===== src/rtl/uart_tx_arbiter_pkg.sv =====
// uart_pkg: definitions shared by the UART transmit arbiter slice.
//   UART_DATA_W : width of one transmitted byte
//   arb_state_t : arbiter FSM state encoding
package uart_pkg;

  localparam int UART_DATA_W = 8;

  typedef enum logic [1:0] {
    IDLE      = 2'd0,
    LAUNCH    = 2'd1,
    WAIT_BUSY = 2'd2,
    WAIT_DONE = 2'd3
  } arb_state_t;

endpackage


===== src/rtl/uart_tx_arbiter_if.sv =====
// uart_tx_arbiter_if: byte-producer and transmitter signals of the arbiter.
//   req / req_data : per-requester level request and its byte (requester i at [8i+7:8i])
//   ack            : one-hot pulse, the byte of requester i was taken
//   tx_data_in     : byte presented to UART_TXer.data_in
//   tx_en_data_in  : one-cycle launch strobe to UART_TXer.en_data_in
//   tx_rdy         : UART_TXer.rdy, high while the transmitter is idle
// modport master is the arbiter side, modport slave is the environment side.
interface uart_tx_arbiter_if
  import uart_pkg::*;
#(
  parameter int N_REQ = 4
);

  logic [N_REQ-1:0]             req;
  logic [UART_DATA_W*N_REQ-1:0] req_data;
  logic [N_REQ-1:0]             ack;
  logic [UART_DATA_W-1:0]       tx_data_in;
  logic                         tx_en_data_in;
  logic                         tx_rdy;

  modport master (
    input  req, req_data, tx_rdy,
    output ack, tx_data_in, tx_en_data_in
  );

  modport slave (
    output req, req_data, tx_rdy,
    input  ack, tx_data_in, tx_en_data_in
  );

endinterface


===== src/rtl/uart_tx_arbiter_rr_pick.sv =====
// rr_pick: combinational round-robin selector.
//   req   : request vector
//   ptr   : index of the most recently granted requester
//   valid : at least one request is pending
//   idx   : winner, first set request searching upward from ptr+1 (wrapping)
module rr_pick #(
  parameter int N_REQ = 4
) (
  input  logic [N_REQ-1:0] req,
  input  logic [2:0]       ptr,
  output logic             valid,
  output logic [2:0]       idx
);

  // Offsets 1..N_REQ visit ptr+1 first and ptr itself last, so the
  // previous winner only wins again when nobody else is asking.
  always_comb begin
    valid = 1'b0;
    idx   = '0;
    for (int off = 1; off <= N_REQ; off++) begin
      if (!valid && req[(int'(ptr) + off) % N_REQ]) begin
        valid = 1'b1;
        idx   = 3'((int'(ptr) + off) % N_REQ);
      end
    end
  end

endmodule


===== src/rtl/uart_tx_arbiter.sv =====
// uart_tx_arbiter: round-robin sharing of one UART_TXer among N_REQ byte producers.
//   clk        : system clock, rising edge
//   res        : asynchronous active-high reset
//   bus        : requester and transmitter signals (uart_tx_arbiter_if.master)
//   busy       : high whenever the FSM is not in IDLE
//   last_grant : index of the most recently granted requester
//   guard_err  : sticky, tx_rdy did not fall within GUARD cycles of a launch
module uart_tx_arbiter
  import uart_pkg::*;
#(
  parameter int N_REQ = 4,
  parameter int GUARD = 16
) (
  input  logic                    clk,
  input  logic                    res,
  uart_tx_arbiter_if.master       bus,
  output logic                    busy,
  output logic [2:0]              last_grant,
  output logic                    guard_err
);

  localparam int GW = $clog2(GUARD + 1);

  arb_state_t             state;
  logic [GW-1:0]          guard_cnt;
  logic                   pick_valid;
  logic [2:0]             pick_idx;
  logic [UART_DATA_W-1:0] pick_byte;

  rr_pick #(
    .N_REQ (N_REQ)
  ) u_rr_pick (
    .req   (bus.req),
    .ptr   (last_grant),
    .valid (pick_valid),
    .idx   (pick_idx)
  );

  always_comb begin
    pick_byte = bus.req_data[int'(pick_idx)*UART_DATA_W +: UART_DATA_W];
  end

  // Single FSM with every output registered. Requests are looked at only in
  // IDLE; tx_data_in keeps the granted byte until the following grant. The
  // guard trips once tx_rdy has stayed high for GUARD whole WAIT_BUSY cycles.
  always_ff @(posedge clk or posedge res) begin
    if (res) begin
      state             <= IDLE;
      guard_cnt         <= '0;
      bus.ack           <= '0;
      bus.tx_en_data_in <= 1'b0;
      bus.tx_data_in    <= '0;
      busy              <= 1'b0;
      last_grant        <= 3'(N_REQ - 1);
      guard_err         <= 1'b0;
    end else begin
      bus.ack           <= '0;
      bus.tx_en_data_in <= 1'b0;
      case (state)
        IDLE: begin
          if (bus.tx_rdy && pick_valid) begin
            bus.tx_data_in    <= pick_byte;
            last_grant        <= pick_idx;
            bus.ack           <= N_REQ'(1) << pick_idx;
            bus.tx_en_data_in <= 1'b1;
            busy              <= 1'b1;
            state             <= LAUNCH;
          end
        end
        LAUNCH: begin
          guard_cnt <= '0;
          state     <= WAIT_BUSY;
        end
        WAIT_BUSY: begin
          if (!bus.tx_rdy) begin
            state <= WAIT_DONE;
          end else if (guard_cnt == GW'(GUARD - 1)) begin
            guard_err <= 1'b1;
            busy      <= 1'b0;
            state     <= IDLE;
          end else begin
            guard_cnt <= guard_cnt + GW'(1);
          end
        end
        WAIT_DONE: begin
          if (bus.tx_rdy) begin
            busy  <= 1'b0;
            state <= IDLE;
          end
        end
        default: begin
          busy  <= 1'b0;
          state <= IDLE;
        end
      endcase
    end
  end

endmodule

===== src/flat_wrapper.sv =====
// flat-port wrapper written by rule: the top's interface ports become plain ports
module uart_tx_arbiter_flat import uart_pkg::*;
#(
  parameter int N_REQ = 4,
  parameter int GUARD = 16
)
  (clk, res, busy, last_grant, guard_err, bus_req, bus_req_data, bus_tx_rdy, bus_ack, bus_tx_data_in, bus_tx_en_data_in);
  uart_tx_arbiter_if #(.N_REQ(N_REQ)) bus_i ();
  input  logic clk;
  input  logic res;
  output logic busy;
  output logic [2:0] last_grant;
  output logic guard_err;
  input wire logic [$bits(bus_i.req)-1:0] bus_req;
  input wire logic [$bits(bus_i.req_data)-1:0] bus_req_data;
  input wire logic [$bits(bus_i.tx_rdy)-1:0] bus_tx_rdy;
  output wire logic [$bits(bus_i.ack)-1:0] bus_ack;
  output wire logic [$bits(bus_i.tx_data_in)-1:0] bus_tx_data_in;
  output wire logic [$bits(bus_i.tx_en_data_in)-1:0] bus_tx_en_data_in;
  assign bus_i.req = bus_req;
  assign bus_i.req_data = bus_req_data;
  assign bus_i.tx_rdy = bus_tx_rdy;
  assign bus_ack = bus_i.ack;
  assign bus_tx_data_in = bus_i.tx_data_in;
  assign bus_tx_en_data_in = bus_i.tx_en_data_in;
  uart_tx_arbiter #(.N_REQ(N_REQ), .GUARD(GUARD)) u_core (.clk(clk), .res(res), .bus(bus_i), .busy(busy), .last_grant(last_grant), .guard_err(guard_err));
endmodule

===== config.mk =====
export PLATFORM = sky130hd
export DESIGN_NAME = uart_tx_arbiter_flat
export DESIGN_NICKNAME = d
export VERILOG_FILES = /design/src/rtl/uart_tx_arbiter_pkg.sv /design/src/rtl/uart_tx_arbiter_if.sv /design/src/rtl/uart_tx_arbiter_rr_pick.sv /design/src/rtl/uart_tx_arbiter.sv /design/src/flat_wrapper.sv
export SDC_FILE = /design/constraint.sdc
export NUM_CORES = 1
export LEC_CHECK = 0
export CAP_MARGIN = 20
export CORE_MARGIN = 8
export CORE_UTILIZATION = 47
export DETAILED_ROUTE_END_ITERATION = 16
export PLACE_DENSITY_LB_ADDON = 0.2
export RECOVER_POWER = 100
export SLEW_MARGIN = 10
export SYNTH_ARGS = -nofsm -noshare
export SYNTH_HDL_FRONTEND = slang
export SYNTH_SLANG_ARGS = --single-unit
export TNS_END_PERCENT = 30

===== constraint.sdc =====
create_clock -name clk -period 3.9 [get_ports clk]
set_input_delay 0.78 -clock clk [delete_from_list [all_inputs] [get_ports clk]]
set_output_delay 0.78 -clock clk [all_outputs]
set_load 0.01 [all_outputs]

; After elaboration in Yosys (flattened, before gate mapping)
; Index checks and enable logic that the tools add are counted.
[totals]
output_inout_bits = 18
romBits = 0
regBits = 25
in_bits = 39
latch_bits = 0
ram_bits = 0
word_cells = 89
memories = 0
[classes]
addsub = 5
reduce_logical = 19
n_div = 0
n_lt_le_gt_ge = 4
muxes = 37
mul = 0
n_shift = 2
bitwise = 4
n_eq_ne = 10
[ops]
columns = operator, n
row1 = $shiftx 32x7->8, 1
row2 = $mux 1, 18
row3 = $lt 3x4->1 const B, 4
row4 = $mux 3, 4
row5 = $mux 5, 2
row6 = $pmux 5 s2, 1
row7 = $reduce_and 3->1, 3
row8 = $bmux 1 s2, 4
row9 = $mux 2, 4
row10 = $mux 4, 2
row11 = $pmux 2 s4, 1
row12 = $reduce_or 2->1, 4
row13 = $ne 2x2->1 const B, 3
row14 = $add 5x1->5 const B, 1
row15 = $eq 5x4->1 const B, 1
row16 = $reduce_and 5->1, 1
row17 = $add 2x1->2 const B, 2
row18 = $add 2x2->2 const B, 2
row19 = $and 1x1->1 const A, 4
row20 = $eq 2x2->1 const B, 2
row21 = $logic_and 1x1->1, 4
row22 = $ne 2x1->1 const B, 2
row23 = $shl 1x3->4 const A, 1
row24 = $logic_not 1->1, 3
row25 = other kinds (7), 7

; Logic depth before layout (Yosys ltp)
; Gate-level depths: netlist (run 1).
[depth]
depth_word = 19
depth_mapped = 8

; Cells and area by module
; A second synthesis (run 1) with hierarchy kept.
[unflattened]
cells_unflattened = 123
area_unflattened_um2 = 1437.6
[by_module_without_submodules]
columns = module, cells_each, area_per_inst_um2, n_inst
row1 = uart_tx_arbiter, 107, 1335.0, 1
row2 = rr_pick, 16, 102.6, 1

; Worst setup path before layout (run 1)
; Ideal clock, no wire load.
[synth_path]
path_type = input to register
from = in bus_req[2]
to = reg u_core.bus.tx_data_in[0]
path_slack_ns = 1.930
setup_time_ns = 0.131
t_required_ns = 3.769
t_arrival_ns = 1.839
cell_stages = 6
path_cell_list = nor2_1 -> o21ai_1 -> and2_1 -> buf_2 -> a221oi_2 -> a211oi_2
[synth_between]
elab_chain_len = 15
word_cells_on_any_way = 29
[synth_lines]
columns = item, line
row1 = "start, declared", flat_wrapper.sv:14  ; input wire logic [$bits(bus_i.req)-1:0] bus_req;
row2 = branches (longest 15 deep; another with $bmux 1 s2), n/a
row3 = "end signal, assigned", uart_tx_arbiter.sv:62  ; bus.tx_data_in <= pick_byte;
row4 = "end, declared", uart_tx_arbiter_if.sv:23  ; output ack, tx_data_in, tx_en_data_in
; Parallel ways; which one is timed is not known. The select of a mux whose other input is x is not followed.
; A chain may end at the register's enable or synchronous reset.

; Worst setup path in the final report (run 1)
[layout_path]
from = in bus_tx_rdy
to = reg u_core.bus.tx_data_in[1]
[layout_between]
elab_chain_len = 2
[layout_lines]
columns = item, line
row1 = "start, declared", flat_wrapper.sv:16  ; input wire logic [$bits(bus_i.tx_rdy)-1:0] bus_tx_rdy;
row2 = $logic_and 1x1->1, uart_tx_arbiter.sv:61  ; if (bus.tx_rdy && pick_valid) begin
row3 = $reduce_and 2->1 (no line), n/a
; Every way passes these cells.

==> results of run 1 <==
worst max-delay path, delay by kind of cell:
family	cells	cell delay (ps)
compound gates	3	1120
simple gates	2	650
buf+inv	1	650
layout by cell type (no fill, tap or decap), types with 2 or more instances in the layout:
cell / n
dfrtp_1: 22
dfstp_1: 2
and3_1: 4
mux2i_1: 8
inv_1: 7
a221oi_1: 9
a21oi_1: 7
nand3_1: 2
nor2_1: 17
nand2b_1: 4
nand2_1: 5
dlygate4sd3_1: 17
and2_2: 8
nor2b_1: 2
nor3_1: 4
a211oi_2: 8
and2_1: 2
clkbuf_4: 3
clkdlybuf4s50_1: 38
ha_1: 2
o21ai_0: 8
power breakdown:
part / internal (mW) / switching (mW) / total, mW
sequential: 0.342 / 0.101 / 0.442
clock: 0.0570 / 0.0732 / 0.130
combinational: 0.280 / 0.296 / 0.576
layer usage:
layer  part of all wire, %  up-vias  routed length, um
li1                      -      639                  -
met2                    54       43               2290
met5                     0        -                  0
met3                   5.9        2                247
met1                    39      653               1640
met4                  0.50        0                 21
cells by family (layout without fill, tap and decap cells):
| group | Yosys count | in the layout | synth area share (%) |
|---|---|---|---|
| flops | 24 | 24 | 39.5 |
| simple gates | 54 | 54 | 20.1 |
| mux | 8 | 8 | 5.24 |
| fa+ha+maj | 2 | 2 | 1.64 |
| compound gates | 44 | 44 | 27.8 |
| buf+inv | 15 | 66 | 5.49 |
| other cells | 1 | 1 | 0.245 |
final timing paths:
kind,startpoint,end,slack (ps),cells past startpoint
min,u_core.guard_err,u_core.guard_err,480,1
min reg2reg,u_core.guard_err,u_core.guard_err,480,1
max in group asynchronous,res,u_core.guard_cnt[1],2270,2
min in group asynchronous,res,u_core.bus.tx_data_in[7],1090,2
max,bus_tx_rdy,u_core.bus.tx_data_in[1],880,6
max reg2reg,u_core.state[0],u_core.bus.tx_data_in[1],1350,5
state kept, by name, summed over array words and instances (netlist names):
signal / flops
u_core.last_grant: 2
u_core.guard_err: 1
u_core.busy: 1
u_core.bus.tx_data_in: 8
u_core.guard_cnt: 5
u_core.bus.tx_en_data_in: 1
u_core.state: 2
u_core.bus.ack: 4
metrics by stage:
stage	total power [mW]	setup slack, ps	hold WS, ps	area [sq um]	utilization, %
after floorplan	0.838	1930	472	1530	-
after global placement	1.05	926	449	2080	67.4
after detailed placement	1.07	800	463	2080	67.4
after CTS	1.21	1140	492	2110	68.6
after global routing	1.23	752	510	2060	66.8
final	1.15	885	481	2060	66.8
final cells by class:
class                           instances  area (sq um)  share of cell area, %
Sequential cell                        24           603                   29.3
Multi-Input combinational cell        109           786                   38.2
Timing Repair Buffer                   55           551                   26.8
Inverter                                7          26.3                   1.28
Tap cell                               44          55.1                   2.68
Clock buffer                            4          36.3                   1.76
==> results.json, run 1 <==
{
  "rows": 20,
  "grt_overflow": 0,
  "area_delta_synth_final_pct": 34.6,
  "diodes": 0,
  "worstPathCellList": "dlygate4sd3_1 -> nand2b_1 -> a211oi_4 -> nand3_1 -> a221oi_1 -> a211oi_2",
  "yosysUniqueCellTypes": 42,
  "die_x_um": 73.0,
  "cts_buffers": 3,
  "nFillCells": 281,
  "synth-seq-cells": 24,
  "core-area_sq_mm": 0.00308,
  "grt_use_met2_pct": 29.8,
  "synth_enable_flop_cells": 0,
  "gp_congestion": 0.802,
  "synth_top_area_cell": "dfrtp_1",
  "avgSynthCellArea_sq_um": 10.3,
  "fin_skew_ps": 6.79,
  "grt_pass1_wl_um": 6830,
  "outcome": "complete, no violations",
  "avgRoutedWirePerCell_um": 17.3,
  "syn_inst": 148,
  "firstDrtPassIters": 4,
  "cts_resized": 0,
  "ctsHoldBuffers": 0,
  "cp_slowest_stage_delay_ps": 650,
  "setup_tns_ps": 0,
  "crit_path_end_kind": "register",
  "drive_gt1_share_pct": 13.6,
  "cp.required_ps": 4090,
  "use_met1_pct": 17.7,
  "cts_tree": "yes",
  "synthFlopType": "dfrtp_1",
  "p_per_area_mw_per_mm2": 558,
  "rsz0062_at_grt": "no",
  "hpwl_um": 3380,
  "max-vdd-ir-drop_mv": 0.340,
  "worst_hold_path_type": "reg -> reg",
  "ant_nets": 0,
  "antenna_found_initial": 0,
  "cp_max_fo": 16,
  "start_util_pct": 49.6,
  "post-synth-top-count-cell": "dfrtp_1",
  "clock_sinks": 24,
  "cts-root-buf": "clkbuf_4",
  "vias_per_cell": 5.50,
  "htreeDepth": 1,
  "synthTopCellsByArea": "dfrtp_1 (36%), a221oi_2 (7.9%), a211oi_2 (6.6%)",
  "dpl.cell_count": 239,
  "yosysTopAreaCellShare_pct": 36.0,
  "drv_slew": 0,
  "clockBufferDepth": 2,
  "min_period_ps": 3020,
  "dieArea_sq_mm": 0.00533,
  "clk_latency_ps": 310,
  "synth_fp_nets": 189,
  "worstMarginPinSlew_ps": 900,
  "p_leak_nw": 0.866,
  "nNetsFinal": 241,
  "max_cap_violations": 0,
  "hold_viol": 0,
  "io_pins": 57,
  "postCtsSetupBuffers": 0,
  "drt_iter0_drc": 48,
  "fin_cells": 243,
  "top_usage_layer": "met2",
  "grt_pass1_vias": 1445,
  "max_freq_ghz": 0.332,
  "path_class": "in -> reg",
  "path_clk_slew_ps": 130,
  "syn-cell-area_sq_mm": 0.00153,
  "routed_wl_um": 4200,
  "fp.dieH_um": 73.0,
  "period_share_pct": 77.3,
  "vias": 1337,
  "use_met3_pct": 4.26,
  "grt_max_degree": 25,
  "critical_path.slowest_cell": "dlygate4sd3_1",
  "netlist_top_cells_count": "dfrtp_1 (22), nor2_1 (17)",
  "gr-usage-all-layers_pct": 16.2,
  "synthArstFlopShare_pct": 100,
  "setup_viol": 0,
  "portBuffers": 55,
  "cp_data_arrival_time_ps": 3210,
  "ys_warn_count": 0,
  "drc": 0,
  "synth_seq_area_share_pct": 39.5,
  "crit_path_start_kind": "primary input",
  "relSlewSlack_pct": 39.9
}
(Power assumes the default switching activity.)
==> run 2, diff against run 1 <==
- CORE_UTILIZATION: 47 -> 44
- clock period: 3.9 -> 3.1 ns (I/O delays scaled with it)
==> run 2 against run 1 <==
- clock skew rose by 3.3 ps
- first-iteration DRC count fell by 10%
- power rose by 25%
- design area barely moved
- critical path depth rose by 1
- clock-buffer cell count did not move
- register-to-register slack got worse by 410 ps
- critical path type unchanged
==> results.json, run 2 (synthesis results as in run 1) <==
{
  "postCtsSetupBuffers": 0,
  "hold_viol": 0,
  "routed_wl_um": 4080,
  "hpwl_um": 3210,
  "relSlewSlack_pct": 39.3,
  "worstReg2RegEnd": "u_core.last_grant[0]",
  "multiInputGateArea_sq_um": 781,
  "start_util_pct": 45.8,
  "cts_tree": "yes",
  "gp_congestion": 0.767,
  "largest_register": "u_core.bus.tx_data_in",
  "area_delta_synth_final_pct": 34.7,
  "max_freq_ghz": 0.408,
  "fin_ws_ps": 650,
  "path_clk_slew_ps": 130,
  "drt_iter0_drc": 43,
  "cts_resized": 0,
  "layout_commonest_cell": "clkdlybuf4s50_1",
  "reg2reg_depth": 6,
  "cts_buffers": 3,
  "firstDrtPassIters": 4,
  "grt_pass1_wl_um": 6860,
  "max_cap_violations": 0,
  "ff2ff_setup_slack_ps": 940,
  "crit_path_start_kind": "primary input",
  "grt_overflow": 0,
  "htreeDepth": 1,
  "cp.required_ps": 3350,
  "vias": 1332,
  "avgRoutedWirePerCell_um": 16.6,
  "min_period_ps": 2450,
  "path_class": "in -> reg",
  "portBuffers": 55,
  "grt_max_degree": 25,
  "fin_cells": 246,
  "grt_pass1_vias": 1495,
  "path_common_cell": "o21ai_0",
  "outcome": "complete, no violations",
  "clockBufferDepth": 2,
  "antenna_found_initial": 0,
  "clk_latency_ps": 320,
  "drv_slew": 0,
  "cp_data_arrival_time_ps": 2700,
  "place_ws_ps": 487,
  "worst_hold_path_type": "reg -> reg",
  "cts-root-buf": "clkbuf_4",
  "fin_skew_ps": 10.1,
  "clock_sinks": 24,
  "setup_viol": 0,
  "p_total_mw": 1.44,
  "dieArea_sq_mm": 0.00561,
  "drive_gt1_share_pct": 13.0,
  "rows": 21,
  "cp_slowest_stage_delay_ps": 650,
  "diodes": 0,
  "fp.dieH_um": 74.9,
  "ant_nets": 0,
  "nFillCells": 309,
  "holdPathStages": 1,
  "gr-usage-all-layers_pct": 15.7,
  "cp_max_fo": 13,
  "p_per_area_mw_per_mm2": 699,
  "reg_top3": "u_core.bus.tx_data_in: 8 flops, u_core.guard_cnt: 5 flops, u_core.bus.ack: 4 flops",
  "path_delay_family": "buffers and inverters",
  "worstPathCellList": "dlygate4sd3_1 -> nand2b_1 -> a211oi_4 -> clkbuf_1 -> o21ai_0 -> o21ai_0 -> o31ai_1",
  "hold_end": "u_core.guard_err",
  "largest_register_ffs": 8,
  "core-area_sq_mm": 0.00334,
  "ctsHoldBuffers": 0,
  "nNetsFinal": 242,
  "rsz0062_at_grt": "no",
  "place_area_sq_mm": 0.00209,
  "r2r_start": "u_core.state[0]",
  "crit_buf_inv": 2,
  "max-vdd-ir-drop_mv": 0.320,
  "vias_per_cell": 5.41,
  "drc": 0,
  "regArea_sq_um": 603,
  "fin_area_sq_mm": 0.00206,
  "worstMarginPinSlew_ps": 909,
  "dpl.cell_count": 242,
  "final_cell_mix": "clkdlybuf4s50_1 (38), dfrtp_1 (22), nor2_1 (17), dlygate4sd3_1 (17), a221oi_1 (9)",
  "io_pins": 57,
  "period_share_pct": 79.0,
  "p_leak_nw": 0.863,
  "setup_tns_ps": 0,
  "min-delay-start": "u_core.guard_err",
  "critical_path.slowest_cell": "dlygate4sd3_1",
  "die_x_um": 74.9,
  "crit_path_end_kind": "register"
}
run 2: cell types whose count changed in the layout (fill, tap and decap cells not counted):
cell / before / now
clkbuf_1: 0 / 1
nand3_1: 2 / 3
nand3_2: 1 / 0
run 2: worst max-delay path by stage:
stage,start,end,depth (start not counted)
floorplan,bus_req[2],u_core.bus.tx_data_in[0],6
global placement,bus_req[3],u_core.bus.tx_data_in[2],6
detailed placement,bus_req[3],u_core.bus.tx_data_in[4],6
CTS,bus_req[3],u_core.bus.tx_data_in[4],6
global route,bus_tx_rdy,u_core.last_grant[0],7
finish,bus_tx_rdy,u_core.last_grant[0],7
run 2: area by class of cell:
class | count | share of cell area (%)
Inverter | 7 | 1.28
Timing Repair Buffer | 56 | 26.9
Sequential cell | 24 | 29.3
Tap cell | 46 | 2.80
Clock buffer | 4 | 1.76
Multi-Input combinational cell | 109 | 37.9
run 2: power by group:
part	switching (mW)	leakage (nW)	internal, mW
Clock	0.0987	0.0210	0.0718
Sequential	0.119	0.296	0.429
Combinational	0.367	0.547	0.352
run 2: stage by stage:
stage	util, %	hold WS (ps)
6_report	61.7	475
5_1_grt	61.7	509
4_1_cts	63.6	484
3_5_place_dp	62.5	455
3_3_place_gp	62.5	449
2_1_floorplan	-	472
run 2: layer usage:
| layer | vias to the layer above | share of wire (%) | routed length (um) | global-route usage [%] |
|---|---|---|---|---|
| met2 | 42 | 52 | 2130 | 27.9 |
| met5 | - | 0 | 0 | 0 |
| met4 | 0 | 1.3 | 55 | 4.78 |
| met3 | 4 | 5.7 | 232 | 3.86 |
| met1 | 642 | 41 | 1660 | 17.9 |
| li1 | 644 | - | - | - |
==> run 3, diff against run 2 <==
- CORE_UTILIZATION: 44 -> 40
- clock period: 3.1 -> 2.19 ns (I/O delays scaled with it)
==> run 3 against run 2 <==
- flip-flop and latch count unchanged
- sequential power up 44%
- non-clock buffer count up 6
- clock-buffer cell count did not move
- cell count increased by 3.3%
- sequential share of layout area decreased by 1.8 points
- largest cell class unchanged
==> results.json, run 3 (synthesis results as in run 1) <==
{
  "grt_overflow": 0,
  "area_delta_synth_final_pct": 43.4,
  "htreeDepth": 1,
  "outcome": "complete, no violations",
  "clockBufferDepth": 2,
  "drc": 0,
  "largest_register_ffs": 8,
  "ctsHoldBuffers": 0,
  "rsz0062_at_grt": "no",
  "place_area_sq_mm": 0.00215,
  "postCtsSetupBuffers": 0,
  "crit_path_end_kind": "register",
  "grt_pass1_wl_um": 6600,
  "final_cell_mix": "clkdlybuf4s50_1 (39), dfrtp_1 (22), nor2_1 (17)",
  "period_share_pct": 94.3,
  "vias": 1374,
  "hold_viol": 0,
  "ff2ff_setup_slack_ps": 240,
  "grt_pass1_vias": 1373,
  "portBuffers": 55,
  "diodes": 0,
  "die_x_um": 77.8,
  "setup_tns_ps": 0,
  "multiInputGateArea_sq_um": 848,
  "cts_tree": "yes",
  "cp_max_fo": 8,
  "fp.dieH_um": 77.8,
  "max_cap_violations": 0,
  "whs_ps": 473,
  "fin_area_sq_mm": 0.00219,
  "grt_max_degree": 25,
  "drt_iter0_drc": 60,
  "antenna_found_initial": 0,
  "crit_cells": 8,
  "worstPathCellList": "clkdlybuf4s50_1 -> nor2_1 -> buf_4 -> a211oi_4 -> clkbuf_1 -> and2_1 -> buf_12 -> a211oi_2",
  "routed_wl_um": 4000,
  "p_per_area_mw_per_mm2": 983,
  "dieArea_sq_mm": 0.00605,
  "path_class": "in -> reg",
  "firstDrtPassIters": 4,
  "nFillCells": 329,
  "p_total_mw": 2.15,
  "path_delay_family": "buffers and inverters",
  "fin_ws_ps": 125,
  "io_pins": 57,
  "crit_buf_inv": 4,
  "cts_buffers": 3,
  "relSlewSlack_pct": 15.5,
  "critical_path.slowest_cell": "clkdlybuf4s50_1",
  "rows": 22,
  "crit_path_start_kind": "primary input",
  "gr-usage-all-layers_pct": 13.0,
  "gp_congestion": 0.812,
  "drv_slew": 0,
  "reg_top3": "u_core.bus.tx_data_in: 8 flops, u_core.guard_cnt: 5 flops, u_core.bus.ack: 4 flops",
  "cts_resized": 0,
  "drive_gt1_share_pct": 19.9,
  "clk_latency_ps": 260,
  "cp_slowest_stage_delay_ps": 540,
  "holdPathStages": 1,
  "cp_data_arrival_time_ps": 2210,
  "dpl.cell_count": 250,
  "nNetsFinal": 248,
  "layout_commonest_cell": "clkdlybuf4s50_1",
  "fin_skew_ps": 1.54,
  "worstMarginPinSlew_ps": 1270,
  "regArea_sq_um": 603,
  "start_util_pct": 41.7,
  "path_clk_slew_ps": 80,
  "min_period_ps": 2070,
  "vias_per_cell": 5.41,
  "hpwl_um": 3180,
  "reg2reg_depth": 8,
  "max_freq_ghz": 0.484,
  "max-vdd-ir-drop_mv": 0.458,
  "setup_viol": 0,
  "largest_register": "u_core.bus.tx_data_in",
  "cts-root-buf": "clkbuf_8",
  "fin_util_pct": 59.8,
  "ant_nets": 0,
  "fin_cells": 254,
  "place_ws_ps": -180,
  "core-area_sq_mm": 0.00366,
  "worst_hold_path_type": "reg -> reg",
  "clock_sinks": 24,
  "cp.required_ps": 2330,
  "avgRoutedWirePerCell_um": 15.7,
  "p_leak_nw": 0.920
}
run 3: layout make-up:
type,count,area share (%)
sequential,24,27.5
timing repair buffer,62,27.8
tap,48,2.74
inverter,7,1.20
multi-input combinational,109,38.7
clock buffer,4,2.06
run 3: power by group:
group | switching, mW | internal, mW | total (mW)
Combinational | 0.553 | 0.546 | 1.10
Sequential | 0.176 | 0.612 | 0.788
Clock | 0.136 | 0.130 | 0.266
Total | 0.866 | 1.29 | 2.15
run 3: routing by layer:
metal	GRT usage [%]	share of wire (%)
met1	15.2	43
met2	22.5	50
met3	4.03	6.6
met4	3.21	0.43
met5	0	0
run 3: worst paths after layout:
| path | from | end |
|---|---|---|
| worst max-delay path | bus_req[2] | u_core.bus.tx_data_in[3] |
| worst min-delay path | u_core.guard_err | u_core.guard_err |
| worst max register to register | u_core.guard_cnt[0] | u_core.guard_cnt[3] |
| worst min register to register | u_core.guard_err | u_core.guard_err |
| max in group asynchronous | res | u_core.bus.ack[0] |
| min in group asynchronous | res | u_core.bus.tx_en_data_in |
